File: src/rtl/logic_unit_pipe.sv
// logic_unit_pipe: two-stage pipelined bitwise logic unit with valid/ready
// handshake on both sides, registered result plus zero and parity flags.
// Optional completed-op counter on Op_Count, enabled by LOGIC_PIPE_CNT_EN.
module logic_unit_pipe #(
    parameter int WIDTH     = 16,
    parameter int CNT_WIDTH = 8
) (
    input  logic                 CLK,
    input  logic                 RST,
    input  logic [WIDTH-1:0]     A,
    input  logic [WIDTH-1:0]     B,
    input  logic [2:0]           ALU_FUN,
    input  logic                 In_Valid,
    output logic                 In_Ready,
    output logic [WIDTH-1:0]     Logic_OUT,
    output logic                 Logic_Flag,
    input  logic                 Out_Ready,
    output logic                 Zero_Flag,
    output logic                 Parity_Flag
`ifdef LOGIC_PIPE_CNT_EN
    ,
    output logic [CNT_WIDTH-1:0] Op_Count
`endif
);

    // Parameter sanity checks, evaluated at elaboration.
    if (WIDTH < 2) begin : g_bad_width
        $error("logic_unit_pipe: WIDTH must be at least 2");
    end
    if (CNT_WIDTH < 1) begin : g_bad_cnt_width
        $error("logic_unit_pipe: CNT_WIDTH must be at least 1");
    end

    // All eight codes are defined, so no fall-through value is needed.
    function automatic logic [WIDTH-1:0] logic_op(
        input logic [WIDTH-1:0] a,
        input logic [WIDTH-1:0] b,
        input logic [2:0]       fun
    );
        logic [WIDTH-1:0] r;
        case (fun)
            3'b000:  r = a & b;
            3'b001:  r = a | b;
            3'b010:  r = ~(a & b);
            3'b011:  r = ~(a | b);
            3'b100:  r = a ^ b;
            3'b101:  r = ~(a ^ b);
            3'b110:  r = ~a;
            default: r = b;
        endcase
        return r;
    endfunction

    function automatic logic zero_of(input logic [WIDTH-1:0] r);
        return (r == '0);
    endfunction

    function automatic logic parity_of(input logic [WIDTH-1:0] r);
        return ^r;
    endfunction

    // Stage 1 registers
    logic [WIDTH-1:0] s1_a_q, s1_a_d;
    logic [WIDTH-1:0] s1_b_q, s1_b_d;
    logic [2:0]       s1_fun_q, s1_fun_d;
    logic             s1_vld_q, s1_vld_d;

    // Stage 2 registers
    logic [WIDTH-1:0] s2_res_q, s2_res_d;
    logic             s2_zero_q, s2_zero_d;
    logic             s2_par_q, s2_par_d;
    logic             s2_vld_q, s2_vld_d;

    logic             s2_adv;
    logic [WIDTH-1:0] s1_res;

    // S2 can take a new entry when empty or when its current result leaves.
    assign s2_adv   = !s2_vld_q || Out_Ready;
    assign In_Ready = !s1_vld_q || s2_adv;
    assign s1_res   = logic_op(s1_a_q, s1_b_q, s1_fun_q);

    // Next-state for both stages; S2 keeps its last result on drain.
    always_comb begin
        s1_a_d    = s1_a_q;
        s1_b_d    = s1_b_q;
        s1_fun_d  = s1_fun_q;
        s1_vld_d  = s1_vld_q;
        s2_res_d  = s2_res_q;
        s2_zero_d = s2_zero_q;
        s2_par_d  = s2_par_q;
        s2_vld_d  = s2_vld_q;

        if (In_Ready) begin
            s1_vld_d = In_Valid;
            if (In_Valid) begin
                s1_a_d   = A;
                s1_b_d   = B;
                s1_fun_d = ALU_FUN;
            end
        end

        if (s2_adv) begin
            s2_vld_d = s1_vld_q;
            if (s1_vld_q) begin
                s2_res_d  = s1_res;
                s2_zero_d = zero_of(s1_res);
                s2_par_d  = parity_of(s1_res);
            end
        end
    end

    // ---- stage 1 boundary: operands and opcode captured ----
    always_ff @(posedge CLK or negedge RST) begin
        if (!RST) begin
            s1_a_q   <= '0;
            s1_b_q   <= '0;
            s1_fun_q <= '0;
            s1_vld_q <= 1'b0;
        end else begin
            s1_a_q   <= s1_a_d;
            s1_b_q   <= s1_b_d;
            s1_fun_q <= s1_fun_d;
            s1_vld_q <= s1_vld_d;
        end
    end

    // ---- stage 2 boundary: result and flags registered ----
    always_ff @(posedge CLK or negedge RST) begin
        if (!RST) begin
            s2_res_q  <= '0;
            s2_zero_q <= 1'b0;
            s2_par_q  <= 1'b0;
            s2_vld_q  <= 1'b0;
        end else begin
            s2_res_q  <= s2_res_d;
            s2_zero_q <= s2_zero_d;
            s2_par_q  <= s2_par_d;
            s2_vld_q  <= s2_vld_d;
        end
    end

    assign Logic_OUT   = s2_res_q;
    assign Zero_Flag   = s2_zero_q;
    assign Parity_Flag = s2_par_q;
    assign Logic_Flag  = s2_vld_q;

`ifdef LOGIC_PIPE_CNT_EN
    logic [CNT_WIDTH-1:0] cnt_q, cnt_d;

    // Count each output transfer; wraps naturally at the counter width.
    always_comb begin
        cnt_d = cnt_q;
        if (s2_vld_q && Out_Ready) begin
            cnt_d = cnt_q + 1'b1;
        end
    end

    // Completed-op counter register.
    always_ff @(posedge CLK or negedge RST) begin
        if (!RST) begin
            cnt_q <= '0;
        end else begin
            cnt_q <= cnt_d;
        end
    end

    assign Op_Count = cnt_q;
`endif

endmodule

File: config.mk
export PLATFORM = sky130hd
export DESIGN_NAME = logic_unit_pipe
export DESIGN_NICKNAME = d
export VERILOG_FILES = /design/src/rtl/logic_unit_pipe.sv
export SDC_FILE = /design/constraint.sdc
export NUM_CORES = 1
export LEC_CHECK = 0
export ABC_AREA = 0
export CAP_MARGIN = 20
export CORE_ASPECT_RATIO = 1.2
export CORE_MARGIN = 1.5
export CORE_UTILIZATION = 49
export CTS_CLUSTER_SIZE = 14
export DETAILED_ROUTE_END_ITERATION = 8
export PLACE_DENSITY = 0.77
export SLEW_MARGIN = 15
export SYNTH_ARGS = -nofsm -noshare
export SYNTH_HDL_FRONTEND = slang
export SYNTH_SLANG_ARGS = --single-unit
File: constraint.sdc
create_clock -name CLK -period 2.21 [get_ports CLK]
set_input_delay 0.3315 -clock CLK [delete_from_list [all_inputs] [get_ports CLK]]
set_output_delay 0.3315 -clock CLK [all_outputs]
set_load 0.05 [all_outputs]
Yosys cells after proc, flatten, opt, wreduce, memory -nomap -nowiden
Index checks and enable logic that the tools add are counted.
{ "totals": {"ff_bits": 55, "latchBits": 0, "mem_bits_rw": 0, "romBits": 0, "input_bits": 39, "word_cells": 31, "memories": 0} }
{ "classes": {"addsub": 0, "n_mul": 0, "n_div": 0, "order_cmp": 0, "n_eq_ne": 6, "shift": 0, "mux": 1, "n_bitwise": 7, "reduce_logical": 9} }
{ "op_table": {"columns": ["op", "n"], "rows": [
  ["$pmux 16 s7", 1],
  ["$not 16->16", 4],
  ["$and 16x16->16", 1],
  ["$logic_not 16->1", 1],
  ["$or 16x16->16", 1],
  ["$reduce_xor 16->1", 1],
  ["$xor 16x16->16", 1],
  ["$eq 3x3->1 const B", 3],
  ["$eq 3x2->1 const B", 2],
  ["$reduce_and 2->1", 2],
  ["$eq 3x1->1 const B", 1],
  ["$logic_not 3->1", 1],
  ["$logic_not 1->1", 2],
  ["$logic_or 1x1->1", 2]
]} }

Depth between registers and ports, before layout
{ "depth": {"depth_word": 4, "depth_mapped": 12, "ltp_nobuf": 12} }

Least setup slack after synthesis
No wires, ideal clock.
{ "synth_timing": {"path_kind": "register to register", "from": "register s2_vld_q (netlist: Logic_Flag)", "to": "register s1_a_q[0]", "setup_time_ps": 125, "arrival_ps": 2173, "setup_slack_ps": -88, "stages_incl_launch_ff": 5, "synth_period_minus_slack_ps": 2298, "path_cell_list": "dfrtp_1 nand3b_1 nand2_1 buf_2 mux2_2"} }
{ "synth_between": {"elab_chain_cells": 4} }
{ "synth_lines": {"columns": ["element", "line", "rtl"], "rows": [
  ["from (decl)", "72", "logic s2_vld_q, s2_vld_d;"],
  ["from (signal assigned)", "138", "s2_vld_q <= s2_vld_d;"],
  ["$logic_not 1->1", "78", "assign s2_adv = !s2_vld_q || Out_Ready;"],
  ["$logic_or 1x1->1", "78", null],
  ["$logic_or 1x1->1", "79", "assign In_Ready = !s1_vld_q || s2_adv;"],
  ["via In_Ready", "14", "output logic In_Ready,"],
  ["$reduce_and 2->1 (no line)", null, null],
  ["to (signal assigned)", "115", "s1_a_q <= '0;"],
  ["to (signal assigned)", "120", "s1_a_q <= s1_a_d;"],
  ["to (decl)", "63", "logic [WIDTH-1:0] s1_a_q, s1_a_d;"]
]} }
The timed path passes the listed nets, and every way through them passes these cells.
A chain may end at the register's enable or synchronous reset.

Worst setup path in the final report
{ "layout_timing": {"from": "register s1_a_q[9]", "to": "register s2_par_q (netlist: Parity_Flag)"} }
{ "layout_between": {"elab_chain_cells": 4, "word_cells_on_any_way": 9, "classes_between": "1 x mux; 7 x bitwise; 1 x reduce/logical"} }
{ "layout_lines": {"columns": ["element", "line", "rtl"], "rows": [
  ["$xor 16x16->16, or another cell as far along", "46, 47", null],
  ["$not 16->16, on equally long branches", "47, 44, 45", null],
  ["$pmux 16 s7 *", "41", "case (fun)"],
  ["$reduce_xor 16->1 *", "59", "return ^r;"],
  ["to (signal assigned)", "137", "s2_par_q <= s2_par_d;"],
  ["to (decl)", "71", "logic s2_par_q, s2_par_d;"]
]} }
Mark *: on every way between the ends. The rest lies on a longest branch, timed or not.

==> impl_metrics.env <==
export IMPL_first_iter_violations=178
export IMPL_htree_levels=2
export IMPL_diodes=0
export IMPL_finalPower_mw=4.931
export IMPL_fin_cells=579
export IMPL_period_needed_ns=2.491
export IMPL_die_w_um=83.32
export IMPL_ios=59
export IMPL_dp_cells=567
export IMPL_nNetsFinal=567
export IMPL_place_area_um2=4938
export IMPL_synthesis_area_um2=3794
export IMPL_clock_skew_ns=0.007661
export IMPL_setup_viol=1
export IMPL_leakage_nw=2.361
export IMPL_grt_max_degree=37
export IMPL_initial_utilization_pct=51.55
export IMPL_port_buffers=58
export IMPL_clkSinkCount=55
export IMPL_fmax_ghz=0.4014
export IMPL_syn_inst=374
export IMPL_worst_pin_slew_ns=0.6075
export IMPL_yosys_most_used_dff="dfrtp_1"
export IMPL_drcViolationCount=0
export IMPL_first_pass_iters=4
export IMPL_final_common_cell="buf_4"
export IMPL_ys_ff_latch=55
export IMPL_row_count=34
export IMPL_syn_nets=453
export IMPL_die_area_um2=8281
export IMPL_failed_checks="negative setup slack"
export IMPL_slew_headroom_pct=59.50
export IMPL_cts_tree="done"
export IMPL_cp_max_fo=2
export IMPL_outcome="finished, violations left"
export IMPL_final_max_slew_viol_count=0
export IMPL_grt_pass1_wl_mm=14.64
export IMPL_vias=3237
export IMPL_core_area_um2=7360
export IMPL_place_congestion=0.8164
export IMPL_clk_pin_slew_worst_paths_ns=0.10
export IMPL_clock_path_buffers=2
export IMPL_synthDistinctLibCells=32
export IMPL_die_h_um=99.39
export IMPL_yosysWarnings=0
export IMPL_clk_latency_ns=0.32
export IMPL_place_ws_ns=-0.3090
export IMPL_ant_nets=0
export IMPL_post_dp_hpwl_mm=6.310
export IMPL_avgRoutedWirePerCell_um=15.22
export IMPL_min_path_type="in -> async"
export IMPL_viasPerCell=5.591
export IMPL_crit_type="reg -> reg"
export IMPL_cts_root_buf="clkbuf_8"
export IMPL_synthArstFlopShare_pct=100.0
export IMPL_finalHoldViolations=0
export IMPL_required_ns=2.41
export IMPL_grt_antenna_before_repair=0
export IMPL_synth_edf_count=0
export IMPL_overflow=0
export IMPL_setup_tns_ns=-0.2814
export IMPL_grt_pass1_vias=3228
export IMPL_power_density_nw_per_um2=935.8
export IMPL_min_period_over_period_pct=112.7
export IMPL_fill_cells=524
export IMPL_cp_arrival_ns=2.70
export IMPL_seq_area_frac_synth_pct=36.28
export IMPL_endpoint_kind="flop"
export IMPL_most_common_layout_cells="buf_4 (72), clkdlybuf4s50_1 (56), dfrtp_1 (54)"
export IMPL_postLayoutCellArea_um2=5269
export IMPL_drive_gt1_share_pct=31.49
export IMPL_syn_mean_instance_area_um2=10.14
export IMPL_max_cap_viol_count=0
export IMPL_crit_path_start_kind="flop"
export IMPL_areaGrowthSynthToFinish_pct=38.89
export IMPL_wl_mm=8.815
export IMPL_numCtsBuffers=5
export IMPL_track_usage_pct=21.54
export IMPL_peakVddDrop_mv=0.6821
export IMPL_setup_ws_ns=-0.2814
export IMPL_rsz0062_at_grt="true"
[flip-flops by register name, indices dropped and copies added (netlist names)]
register	flops
Parity_Flag	1
s1_vld_q	1
Logic_OUT	16
s1_a_q	16
s1_b_q	16
Zero_Flag	1
s1_fun_q	3
Logic_Flag	1
[cell type report]
class / instances / area (um^2) / area share, %
timing repair buffer: 135 / 1226 / 23.27
multi-input combinational: 259 / 2332 / 44.27
sequential: 55 / 1378 / 26.15
inverter: 32 / 120.1 / 2.280
tap: 90 / 112.6 / 2.137
clock buffer: 8 / 100.1 / 1.900
[routing by layer]
metal  global-route usage [%]  up-vias  wire length [um]
met3                    2.905       13               263
met4                    8.333        0               178
li1                         -     1580                 -
met1                    26.80     1580              3737
met2                    38.09       64              4634
met5                        0        -                 0
[power by group]
group	internal (mW)	switching, mW
clock network	0.287	0.334
logic	1.45	1.52
registers	1.22	0.122
[worst paths after layout]
kind | start | endpoint | slack (ns) | cells past startpoint
worst max register to register | s1_a_q[9] | Parity_Flag | -0.28 | 11
worst min register to register | Logic_OUT[6] | Logic_OUT[6] | 0.48 | 2
worst min-delay path | RST | Logic_OUT[5] | 0.02 | 1
max in group asynchronous | RST | Logic_OUT[9] | 1.62 | 2
min in group CLK | Logic_OUT[6] | Logic_OUT[6] | 0.48 | 2
worst max-delay path | s1_a_q[9] | Parity_Flag | -0.28 | 11
[through the flow]
stage	utilization, %	hold WS (ns)
4_1_cts	69.93	0.04210
2_1_floorplan	-	0.03591
5_1_grt	71.59	0.06577
6_report	71.59	0.01576
3_3_place_gp	67.10	0.3841
3_5_place_dp	67.10	0.3888
[critical path, stage by stage (launching register included)]
cell and delay (ns):
dfrtp_1 0.35, inv_1 0.06, ha_1 0.31, nor2b_1 0.14
a211o_1 0.25, a32oi_1 0.25, o2bb2ai_2 0.17, ha_4 0.24
xnor2_2 0.14, xnor2_1 0.21, xnor2_1 0.17, o21ai_1 0.08
[synth_stat cells (all sizes together) (2+ instances only)]
cell type  count  area share [%]
o211ai        15             3.0
clkbuf         7            0.69
mux2          35              10
nand2         34             3.4
o2bb2ai       15             3.5
nand3b        16             3.2
a21oi          6            0.79
nand4          2            0.33
xnor2          7             1.6
xor2           5             1.2
nor2           5            0.56
buf           21             3.7
a211o         10             2.3
o31ai         16             3.2
o21ai         18             2.4
o211a          5             1.3
nor2b         11             1.8
ha            40              13
nand2b         4            0.66
a32oi         11             2.5
dfrtp         55              36
inv           32             3.2
[cell families after synthesis]
family	count (synthesis)	share of synthesized area, %
AO/OA/AOI/OAI	99	19.62
AND/OR/NAND/NOR	73	10.16
buffers and inverters	60	7.586
flip-flops	55	36.28
adder cells (fa/ha/maj)	40	13.19
multiplexers	35	10.39
XOR/XNOR	12	2.770
[repair_timing]
action,in CTS,in global routing
hold buffers,0,0
setup endpoints to repair,1,2
resized for setup,14,16
setup buffers,2,2
endpoints found under the hold margin,0,0
pin swaps,12,22
Note: power is estimated with default switching activity, not from simulation.
